### src/rtl/exec_pkg.sv
// Shared types for the execute stage.
//   op_class_e : top-level op class selecting which unit produces the result
//   alu_op_e   : ALU function codes (11-15 unused, reported as illegal)
//   br_type_e  : branch compare codes (funct3; 2 and 3 are never taken)
//   md_op_e    : multiply/divide codes (funct3)
//   state_e    : execute FSM states
package exec_pkg;
  localparam int XLEN_DEF = 32;

  typedef enum logic [1:0] {OC_ALU = 2'd0, OC_BRANCH = 2'd1, OC_JUMP = 2'd2, OC_MULDIV = 2'd3} op_class_e;

  typedef enum logic [3:0] {
    ALU_ADD = 4'd0, ALU_SUB = 4'd1, ALU_AND = 4'd2, ALU_OR = 4'd3, ALU_XOR = 4'd4,
    ALU_SLL = 4'd5, ALU_SRL = 4'd6, ALU_SRA = 4'd7, ALU_SLT = 4'd8, ALU_SLTU = 4'd9,
    ALU_PASSB = 4'd10
  } alu_op_e;

  typedef enum logic [2:0] {
    BR_EQ = 3'd0, BR_NE = 3'd1, BR_LT = 3'd4, BR_GE = 3'd5, BR_LTU = 3'd6, BR_GEU = 3'd7
  } br_type_e;

  typedef enum logic [2:0] {
    MD_MUL = 3'd0, MD_MULH = 3'd1, MD_MULHSU = 3'd2, MD_MULHU = 3'd3,
    MD_DIV = 3'd4, MD_DIVU = 3'd5, MD_REM = 3'd6, MD_REMU = 3'd7
  } md_op_e;

  typedef enum logic {ST_IDLE = 1'b0, ST_CALC = 1'b1} state_e;
endpackage

### src/rtl/exec_muldiv_iter.sv
// Iterative multiply/divide unit, one bit per cycle over XLEN cycles.
// Signed ops run on operand magnitudes; the sign is applied to the final value.
//   clk, rst  : clock, synchronous active-high reset
//   start_i   : load operands and begin (ignored callers must not pulse while busy)
//   op_i      : md_op_e code
//   a_i, b_i  : rs1 / rs2 values
//   done_o    : high during the last iteration cycle; result_o is valid then
//   result_o  : signed-corrected result of the op in flight
// Division by zero and signed overflow are resolved by the caller, never started here.
module exec_muldiv_iter
  import exec_pkg::*;
#(
  parameter int XLEN = XLEN_DEF
) (
  input  logic            clk,
  input  logic            rst,
  input  logic            start_i,
  input  logic [2:0]      op_i,
  input  logic [XLEN-1:0] a_i,
  input  logic [XLEN-1:0] b_i,
  output logic            done_o,
  output logic [XLEN-1:0] result_o
);
  localparam int CW = $clog2(XLEN);

  logic            busy_q, is_div_q, sel_hi_q, neg_q;
  logic [CW-1:0]   cnt_q;
  logic [XLEN-1:0] d_q;
  logic [2*XLEN-1:0] acc_q, acc_n, prod;

  logic a_sgn, b_sgn, a_neg, b_neg;
  logic [XLEN-1:0] a_mag, b_mag, half;
  logic [XLEN:0]   sum, rs, diff;

  assign a_sgn = (op_i == MD_MUL) | (op_i == MD_MULH) | (op_i == MD_MULHSU) |
                 (op_i == MD_DIV) | (op_i == MD_REM);
  assign b_sgn = (op_i == MD_MUL) | (op_i == MD_MULH) | (op_i == MD_DIV) | (op_i == MD_REM);
  assign a_neg = a_sgn & a_i[XLEN-1];
  assign b_neg = b_sgn & b_i[XLEN-1];
  assign a_mag = a_neg ? -a_i : a_i;
  assign b_mag = b_neg ? -b_i : b_i;

  // Multiply: acc = {partial product, remaining multiplier}, shift right each step.
  assign sum = {1'b0, acc_q[2*XLEN-1:XLEN]} + (acc_q[0] ? {1'b0, d_q} : '0);
  // Divide (restoring): acc = {remainder, dividend/quotient}, shift left each step.
  assign rs   = {acc_q[2*XLEN-1:XLEN], acc_q[XLEN-1]};
  assign diff = rs - {1'b0, d_q};

  always_comb begin
    if (!is_div_q)     acc_n = {sum, acc_q[XLEN-1:1]};
    else if (diff[XLEN]) acc_n = {rs[XLEN-1:0], acc_q[XLEN-2:0], 1'b0};
    else               acc_n = {diff[XLEN-1:0], acc_q[XLEN-2:0], 1'b1};
  end

  // Result is taken from the post-step value so it can be registered on the final edge.
  assign prod = neg_q ? -acc_n : acc_n;
  assign half = sel_hi_q ? acc_n[2*XLEN-1:XLEN] : acc_n[XLEN-1:0];
  always_comb begin
    if (is_div_q) result_o = neg_q ? -half : half;
    else          result_o = sel_hi_q ? prod[2*XLEN-1:XLEN] : prod[XLEN-1:0];
  end

  assign done_o = busy_q & (cnt_q == CW'(XLEN-1));

  always_ff @(posedge clk) begin
    if (rst) begin
      busy_q <= 1'b0;
      cnt_q  <= '0;
    end else if (start_i) begin
      busy_q <= 1'b1;
      cnt_q  <= '0;
    end else if (busy_q) begin
      cnt_q <= cnt_q + 1'b1;
      if (done_o) busy_q <= 1'b0;
    end
  end

  always_ff @(posedge clk) begin
    if (start_i) begin
      is_div_q <= op_i[2];
      // High half for MULH*; remainder half for REM*.
      sel_hi_q <= op_i[2] ? op_i[1] : (op_i[1:0] != 2'd0);
      // Remainder takes the dividend's sign; everything else the product of signs.
      neg_q    <= (op_i[2] & op_i[1]) ? a_neg : (a_neg ^ b_neg);
      d_q      <= b_mag;
      acc_q    <= {{XLEN{1'b0}}, a_mag};
    end else if (busy_q) begin
      acc_q <= acc_n;
    end
  end
endmodule

### src/rtl/exec_stage_pipe.sv
// RV32IM execute stage: single-cycle ALU/branch/jump plus optional iterative
// multiply/divide, with a result register held until the consumer takes it.
// Optional feature macro: EXEC_MULDIV_EN (undefined: MULDIV ops report illegal).
//   clk, rst            : clock, synchronous active-high reset
//   i_valid / o_ready   : upstream handshake
//   i_op_class .. i_rd_tag : decoded op and operands
//   o_valid / i_ready   : downstream handshake on the result register
//   o_result, o_redirect, o_target, o_rd_tag, o_illegal : registered result
//   o_busy              : iterative op in flight
module exec_stage_pipe
  import exec_pkg::*;
#(
  parameter int XLEN  = XLEN_DEF,
  parameter int TAG_W = 5
) (
  input  logic             clk,
  input  logic             rst,
  input  logic             i_valid,
  output logic             o_ready,
  input  logic [1:0]       i_op_class,
  input  logic [3:0]       i_alu_ctrl,
  input  logic             i_alu_src,
  input  logic             i_alu_a_sel,
  input  logic [2:0]       i_branch_type,
  input  logic             i_jalr,
  input  logic [2:0]       i_md_op,
  input  logic [XLEN-1:0]  i_pc,
  input  logic [XLEN-1:0]  i_rs1_data,
  input  logic [XLEN-1:0]  i_rs2_data,
  input  logic [XLEN-1:0]  i_immediate,
  input  logic [TAG_W-1:0] i_rd_tag,
  output logic             o_valid,
  input  logic             i_ready,
  output logic [XLEN-1:0]  o_result,
  output logic             o_redirect,
  output logic [XLEN-1:0]  o_target,
  output logic [TAG_W-1:0] o_rd_tag,
  output logic             o_illegal,
  output logic             o_busy
);
  localparam int SHW = $clog2(XLEN);

  state_e           state_q, state_d;
  logic             valid_q, valid_d, redir_q, redir_d, ill_q, ill_d;
  logic [XLEN-1:0]  res_q, res_d, tgt_q, tgt_d;
  logic [TAG_W-1:0] tag_q, tag_d;

  logic            accept, retire, alu_ill, taken, sc_redir, sc_ill, md_start, md_done, md_ill;
  logic [XLEN-1:0] op_a, op_b, pc_imm, alu_res, jmp_tgt, sc_res, sc_tgt, md_result, md_sp_res;
  logic [SHW-1:0]  shamt;

  assign o_ready = (state_q == ST_IDLE) & (!valid_q | i_ready);
  assign accept  = i_valid & o_ready;
  assign retire  = valid_q & i_ready;

  assign op_a    = i_alu_a_sel ? i_pc : i_rs1_data;
  assign op_b    = i_alu_src ? i_immediate : i_rs2_data;
  assign shamt   = op_b[SHW-1:0];
  assign pc_imm  = i_pc + i_immediate;
  assign jmp_tgt = i_jalr ? ((i_rs1_data + i_immediate) & ~XLEN'(1)) : pc_imm;

  always_comb begin
    alu_res = '0;
    alu_ill = 1'b0;
    case (alu_op_e'(i_alu_ctrl))
      ALU_ADD:   alu_res = op_a + op_b;
      ALU_SUB:   alu_res = op_a - op_b;
      ALU_AND:   alu_res = op_a & op_b;
      ALU_OR:    alu_res = op_a | op_b;
      ALU_XOR:   alu_res = op_a ^ op_b;
      ALU_SLL:   alu_res = op_a << shamt;
      ALU_SRL:   alu_res = op_a >> shamt;
      ALU_SRA:   alu_res = $unsigned($signed(op_a) >>> shamt);
      ALU_SLT:   alu_res = XLEN'($signed(op_a) < $signed(op_b));
      ALU_SLTU:  alu_res = XLEN'(op_a < op_b);
      ALU_PASSB: alu_res = op_b;
      default:   alu_ill = 1'b1;
    endcase
  end

  always_comb begin
    taken = 1'b0;
    case (br_type_e'(i_branch_type))
      BR_EQ:   taken = (i_rs1_data == i_rs2_data);
      BR_NE:   taken = (i_rs1_data != i_rs2_data);
      BR_LT:   taken = ($signed(i_rs1_data) <  $signed(i_rs2_data));
      BR_GE:   taken = ($signed(i_rs1_data) >= $signed(i_rs2_data));
      BR_LTU:  taken = (i_rs1_data <  i_rs2_data);
      BR_GEU:  taken = (i_rs1_data >= i_rs2_data);
      default: taken = 1'b0;
    endcase
  end

`ifdef EXEC_MULDIV_EN
  logic div_zero, div_ovf, md_special;
  assign div_zero   = (i_rs2_data == '0);
  // Signed DIV/REM have funct3[0]==0.
  assign div_ovf    = !i_md_op[0] && (i_rs1_data == {1'b1, {(XLEN-1){1'b0}}}) && (&i_rs2_data);
  assign md_special = i_md_op[2] & (div_zero | div_ovf);
  assign md_sp_res  = div_zero ? (i_md_op[1] ? i_rs1_data : '1)
                               : (i_md_op[1] ? '0 : i_rs1_data);
  assign md_start   = (i_op_class == OC_MULDIV) & !md_special;
  assign md_ill     = 1'b0;

  exec_muldiv_iter #(.XLEN(XLEN)) u_md (
    .clk      (clk),
    .rst      (rst),
    .start_i  (accept & md_start),
    .op_i     (i_md_op),
    .a_i      (i_rs1_data),
    .b_i      (i_rs2_data),
    .done_o   (md_done),
    .result_o (md_result)
  );
`else
  logic unused_md;
  assign unused_md = ^i_md_op;
  assign md_sp_res = '0;
  assign md_start  = 1'b0;
  assign md_done   = 1'b0;
  assign md_result = '0;
  assign md_ill    = 1'b1;
`endif

  // Result of any op that completes on its accept edge.
  always_comb begin
    sc_res   = '0;
    sc_redir = 1'b0;
    sc_tgt   = '0;
    sc_ill   = 1'b0;
    case (op_class_e'(i_op_class))
      OC_ALU:    begin sc_res = alu_ill ? '0 : alu_res; sc_ill = alu_ill; end
      OC_BRANCH: begin sc_redir = taken; sc_tgt = pc_imm; end
      OC_JUMP:   begin sc_res = i_pc + XLEN'(4); sc_redir = 1'b1; sc_tgt = jmp_tgt; end
      default:   begin sc_res = md_sp_res; sc_ill = md_ill; end
    endcase
  end

  always_comb begin
    state_d = state_q;
    valid_d = valid_q;
    res_d   = res_q;
    redir_d = redir_q;
    tgt_d   = tgt_q;
    tag_d   = tag_q;
    ill_d   = ill_q;
    if (retire) valid_d = 1'b0;
    case (state_q)
      ST_IDLE: if (accept) begin
        tag_d = i_rd_tag;
        if (md_start) begin
          state_d = ST_CALC;
        end else begin
          valid_d = 1'b1;
          res_d   = sc_res;
          redir_d = sc_redir;
          tgt_d   = sc_tgt;
          ill_d   = sc_ill;
        end
      end
      ST_CALC: if (md_done) begin
        state_d = ST_IDLE;
        valid_d = 1'b1;
        res_d   = md_result;
        redir_d = 1'b0;
        tgt_d   = '0;
        ill_d   = 1'b0;
      end
      default: state_d = ST_IDLE;
    endcase
  end

  always_ff @(posedge clk) begin
    if (rst) begin
      state_q <= ST_IDLE;
      valid_q <= 1'b0;
      res_q   <= '0;
      redir_q <= 1'b0;
      tgt_q   <= '0;
      tag_q   <= '0;
      ill_q   <= 1'b0;
    end else begin
      state_q <= state_d;
      valid_q <= valid_d;
      res_q   <= res_d;
      redir_q <= redir_d;
      tgt_q   <= tgt_d;
      tag_q   <= tag_d;
      ill_q   <= ill_d;
    end
  end

  assign o_valid    = valid_q;
  assign o_result   = res_q;
  assign o_redirect = redir_q;
  assign o_target   = tgt_q;
  assign o_rd_tag   = tag_q;
  assign o_illegal  = ill_q;
  assign o_busy     = (state_q == ST_CALC);
endmodule
### config.mk
export PLATFORM = sky130hd
export DESIGN_NAME = exec_stage_pipe
export DESIGN_NICKNAME = d
export VERILOG_FILES = /design/src/rtl/exec_pkg.sv /design/src/rtl/exec_muldiv_iter.sv /design/src/rtl/exec_stage_pipe.sv
export SDC_FILE = /design/constraint.sdc
export NUM_CORES = 1
export LEC_CHECK = 0
export CAP_MARGIN = 20
export CORE_MARGIN = 1.5
export CORE_UTILIZATION = 50
export DETAILED_ROUTE_END_ITERATION = 8
export GPL_TIMING_DRIVEN = 0
export PLACE_DENSITY = 0.82
export SLEW_MARGIN = 20
export SYNTH_ARGS = -nofsm -noshare
export SYNTH_HDL_FRONTEND = slang
export SYNTH_SLANG_ARGS = --single-unit
### constraint.sdc
create_clock -name clk -period 6.31 [get_ports clk]
set_clock_uncertainty 0.15 [all_clocks]
set_input_delay 1.5775 -clock clk [delete_from_list [all_inputs] [get_ports clk]]
set_output_delay 1.5775 -clock clk [all_outputs]
set_load 0.01 [all_outputs]
---- After elaboration in Yosys (flattened, before gate mapping) ----
Index checks and enable logic that the tools add are counted.
word-level totals
  logic and storage cells ................. 80
  output and inout bits ................... 74
  bits of input ports ..................... 152
  register bits ........................... 73
operators by class
  shifts and indexed selects .............. 3
  equal/unequal tests ..................... 20
  add/sub/neg operators ................... 5
  $lt $le $gt $ge ......................... 6
  muxes and demuxes ....................... 23
  reductions and logical operators ........ 8
  bitwise operators ....................... 8
operators by type and width
  cell                     number
  $pmux W32 S11            1
  $mux W32                 8
  $lt A32 B32 Y1           4
  $pmux W32 S2             2
  $add A32 B32 Y32         3
  $ge A32 B32 Y1           2
  $add A32 B3 Y32 const B  1
  $and A32 B32 Y32         1
  $eq A32 B32 Y1           1
  $ne A32 B32 Y1           1
  $or A32 B32 Y32          1
  $shl A32 B5 Y32          1
  $shr A32 B5 Y32          1
  $sshr A32 B5 Y32         1
  $sub A32 B32 Y32         1
  $xor A32 B32 Y32         1
  $eq A4 B3 Y1 const B     4
  $eq A3 B3 Y1 const B     4
  $eq A4 B4 Y1 const B     3
  $reduce_or A11 Y1        1
  $eq A4 B2 Y1 const B     2
  $pmux W1 S2              4
  $mux W1                  7
  $pmux W1 S6              1
  other kinds (14)         17

---- Depth between registers and ports, before layout ----
  depth after elaboration ................. 7
  mapped depth ............................ 19
  depth with buffers taken out ............ 15

---- Worst setup path before layout ----
Ideal clock, no wire load.
  path type ............................... in2reg
  start point ............................. input port i_alu_src
  end point ............................... register res_q[29], in the netlist o_result[29]
  required time ........................... 6.030 ns
  path slack .............................. 0.636 ns
  cell stages on the path ................. 19
  path buffers ............................ 5
  library setup time ...................... 0.130 ns
  data arrival time ....................... 5.394 ns
  cell sequence ........................... buf_6 > clkbuf_1 > buf_2 > clkbuf_1 > nand2_1 > o21ai_0 > inv_1 > ha_1 > buf_2 > or4_1 > or3_1 > o211ai_1 > o21ai_1 > o21a_1 > o211ai_2 > a221oi_1 > xor2_1 > a211oi_1 > a221oi_1
on the way
  longest elaborated chain between the ends .. 7
  elaborated cells between the ends (all ways) .. 14
  classes of those cells .................. 2 x add/sub; 3 x shift; 6 x mux; 3 x bitwise
RTL lines
  item                                      RTL line                source
  from (decl)                               exec_stage_pipe.sv:22   input logic i_alu_src,
  $mux W32 (*)                              exec_stage_pipe.sv:57   assign op_b = i_alu_src ? i_immediate : i_rs2_data;
  $sub A32 B32 Y32 (tied with other cells)  exec_stage_pipe.sv:67   ALU_SUB: alu_res = op_a - op_b;
  $pmux W32 S11 (*)                         exec_stage_pipe.sv:65   case (alu_op_e'(i_alu_ctrl))
  $mux W32 (*)                              exec_stage_pipe.sv:132  OC_ALU: begin sc_res = alu_ill ? '0 : alu_res; sc_ill = alu_ill; end
  $pmux W32 S2 (*)                          exec_stage_pipe.sv:131  case (op_class_e'(i_op_class))
  $mux W32 (*)                              exec_stage_pipe.sv:149  ST_IDLE: if (accept) begin
  $mux W32 (*)                              exec_stage_pipe.sv:148  case (state_q)
  to (signal assigned)                      exec_stage_pipe.sv:185  res_q <= res_d;
  to (decl)                                 exec_stage_pipe.sv:45   logic [XLEN-1:0] res_q, res_d, tgt_q, tgt_d;
Every way passes the cells marked *; elsewhere a longest branch is shown, timed or not. The select of a mux whose other input is x is not followed.
A chain may end at the register's enable or synchronous reset.

---- Worst setup path after layout ----
  start point ............................. input port i_immediate[2]
  end point ............................... register res_q[22], in the netlist o_result[22]
on the way
  longest elaborated chain between the ends .. 7
  elaborated cells between the ends (all ways) .. 11
  classes of those cells .................. 2 x add/sub; 3 x shift; 6 x mux
RTL lines
  item                                      RTL line                source
  from (decl)                               exec_stage_pipe.sv:30   input logic [XLEN-1:0] i_immediate,
  $mux W32 (*)                              exec_stage_pipe.sv:57
  $sub A32 B32 Y32 (tied with other cells)  exec_stage_pipe.sv:67
  $pmux W32 S11 (*)                         exec_stage_pipe.sv:65
  $mux W32 (*)                              exec_stage_pipe.sv:132
  $pmux W32 S2 (*)                          exec_stage_pipe.sv:131
  $mux W32 (*)                              exec_stage_pipe.sv:149
  $mux W32 (*)                              exec_stage_pipe.sv:148
Marks and branches as above.

==> flow_summary_export.csv <==
group,metric,value,unit
clocking,clock_sinks,72,
timing,setup_viol,3,
clocking,clkLatencyLatePin,370,ps
placement,placed_cells,3046,
power,seqPwrFrac,0.160,
timing,hold_ws,313,ps
finish,utilization,0.611,
clocking,cts_buffers,9,
route,drc,0,
yosys,seq_area_frac_synth,0.0870,
critical_path,cp-start-kind,"input port",
min_path,worstHoldStart,"o_rd_tag[3]",
flow_run,max_cap_viol_count,0,
outcome,status,"complete, but fails checks",
clocking,cts_tree,"done",
yosys,yosysWarnings,0,
timing,fmax,157,MHz
power,total_power,3.14,mW
clocking,cts.clk_slew.worst_paths,60,ps
die,fp-row-count,66,
route,ant_nets,0,
yosys,syn_inst,2384,
min_path,hold_end,"o_rd_tag[3]",
global_route,grt_max_degree,22,
timing,finalWorstSetupSlack,-46.7,ps
route,via_count,22400,
yosys,yosys.area.top_type_share,0.149,
critical_path,critPathKind,"input port to register",
timing,rsz0062_at_grt,"false",
power,power_frac_comb,0.672,
global_route,grt_usage,0.537,
power,p_int,1.49,mW
global_route,antenna_found_initial,8,
power,total_leakage_power,8.46,nW
timing,tns,-89.5,ps
yosys,yosysTopAreaCell,"ha_1",
die,dieArea,0.0342,sq mm
clocking,htreeDepth,3,
yosys,synthTopCellsByArea,"ha_1, mux2i_1, dfxtp_1",
yosys,synth_edf_count,0,
route,wirelength,91900,microns
critical_path,arrival,6420,ps
placement,dpl.hpwl,73100,microns
placement,dp_slack,-1890,ps
critical_path,rrSetupSlack,3020,ps
timing,slew_headroom,0.213,
critical_path,r2r_cells,8,
clocking,cts_buffer_depth,2,
die,pin_count,226,
die,core_area,0.0325,sq mm
power,swShare,0.526,
yosys,synth_fp_nets,2737,
outcome,violations,"negative setup slack",
yosys,syn-cell-area,0.0166,sq mm
placement,post_dp_cell_area,0.0193,sq mm
timing,worst-slew-pin-transition,1180,ps
timing,period_needed,6360,ps
route,drtIter0Drc,3693,
critical_path,crit_chain,"clkdlybuf4s50_1 > mux2i_4 > clkbuf_2 > clkbuf_2 > ha_1 > a211oi_1 > o21bai_2 > o2111ai_2 > a211oi_2 > o21ai_1 > o21bai_1 > a221oi_1 > o221ai_1 > a221oi_2 > nor3_1",
yosys,synthDistinctLibCells,88,
die,die_y,185,microns
die,die_w,185,microns
timing,timing.final.hold_violations,0,
global_route,grt_pass1_vias,21300,
power,power_density,158,mW/mm^2
timing,fin_crit_sh,1.01,
min_path,hold_path_class,"register to register",
placement,portBuffers,219,
yosys,synth.avg_cell_area,6.95,sq um
yosys,synth_commonest_cells,"nand2_1, a21oi_1, nor2_1, ha_1, o21ai_0",
critical_path,required,6370,ps
critical_path,path_buf_inv,3,
power,pwr-share-clk,0.167,
yosys,async_reset_ff_frac,0,
finish,final_area,0.0199,sq mm
critical_path,worstSetupEndpointType,"register",
route,wl_per_cell,30.0,microns
yosys,synth_most_common_cell,"nand2_1",
power,switching_power,1.65,mW
route,drt_first_pass_iters,7,
critical_path,crit_family,"compound AO/OA/AOI/OAI gates",
finish,drive_gt1_frac,0.0496,
clocking,cts_root_buffer,"clkbuf_16",
clocking,cts_hold_buf,0,
finish,area_delta_synth_final,20.0,%
global_route,grt_pass1_wl,134000,microns
min_path,whs_path_depth,2,
route,vias_per_cell,7.32,
global_route,grt_overflow,0,
finish,nNetsFinal,2970,
finish,stdcell_count,3068,
critical_path,r2r_end,"o_result[28]",
critical_path,critPathMaxFanout,11,
finish,n_fill_cell,2971,
power,irDropWorstVdd,0.157,mV
die,start_util,0.509,
placement,place.gp.congestion,1.19,
yosys,synthFlopType,"dfxtp_1",
critical_path,timing.rr.start,"o_valid",
timing,slew_violations,0,
critical_path,cpPeakStageDelay,570,ps
critical_path,cpMaxStageDelayCell,"clkdlybuf4s50_1",
yosys,ys_ff_latch,72,
critical_path,path_common_cell,"clkbuf_2",
==> flip-flops by register name, summed over array words and instances (netlist names) <==
signal,flops
o_result,32
o_target,32
o_rd_tag,5
o_illegal,1
o_redirect,1
o_valid,1
==> kinds of logic (layout without fill, tap and decap cells) <==
kind of cell,after synthesis,after routing,synth area share
compound gates,863,863,0.345
xor+xnor,90,90,0.0476
fa+ha+maj,201,201,0.154
buf+inv,295,533,0.0727
flops,72,72,0.0870
mux,164,164,0.102
other cells,1,5,0.000226
simple gates,698,698,0.191
==> worst register-to-register path, cell delays in order, from the launching register on <==
cell	delay, ps
dfxtp_1	320
nand2b_1	280
nand2_1	360
nor2_1	480
nand4_1	240
a2111oi_0	370
o21ai_0	290
o31ai_1	500
a211oi_1	140
==> power groups by stage <==
stage | sequential, mW | clock, mW | combinational (mW)
floorplan | 0.517 | 0 | 1.19
global placement | 0.510 | 0 | 1.89
detailed placement | 0.511 | 0 | 1.91
CTS | 0.501 | 0.518 | 1.94
global route | 0.504 | 0.535 | 2.20
finish | 0.503 | 0.525 | 2.11
==> worst max-delay path by stage <==
stage,from,endpoint,slack (ps),depth (start not counted)
finish,i_immediate[2],o_result[22],-50,15
global route,i_pc[0],o_result[22],9,16
CTS,i_immediate[1],o_result[28],7,15
detailed placement,i_immediate[3],o_result[31],-1890,16
global placement,i_immediate[3],o_result[31],-1940,16
floorplan,i_alu_src,o_result[29],640,19
==> per-layer routing <==
| layer | vias to the layer above | routed length [microns] | global-route usage |
|---|---|---|---|
| li1 | 9339 | - | - |
| met1 | 10300 | 30600 | 0.577 |
| met2 | 2084 | 37400 | 0.791 |
| met3 | 710 | 13700 | 0.245 |
| met4 | 10 | 10200 | 0.480 |
| met5 | - | 94 | 0.0104 |
==> what timing repair did <==
action | 4_1_cts | 5_1_grt
resized for setup | 27 | 26
pin swaps | 0 | 5
setup endpoints to repair | 26 | 15
setup buffers | 2 | 3
==> layout make-up <==
type	instances	area, sq um	area share
multi-input combinational	2017	14100	0.709
clock buffer	9	225	0.0113
antenna	4	10.0	0.000504
timing repair buffer	229	2280	0.115
tap	442	553	0.0278
inverter	153	578	0.0291
buffer	135	631	0.0317
sequential	72	1440	0.0725
clock inverter	7	61.3	0.00309
==> layout by cell type, fill, tap and decap left out, drive strengths merged, types with 72 or more instances in the layout <==
cell / synthesis / final
clkdlybuf4s50: 0 / 219
clkbuf: 98 / 105
a21oi: 217 / 217
o21ai: 169 / 169
nor2: 209 / 209
mux2i: 156 / 156
inv: 151 / 156
dfxtp: 72 / 72
nand2: 227 / 227
ha: 197 / 197
No activity file was read; power rests on OpenSTA's default activity.
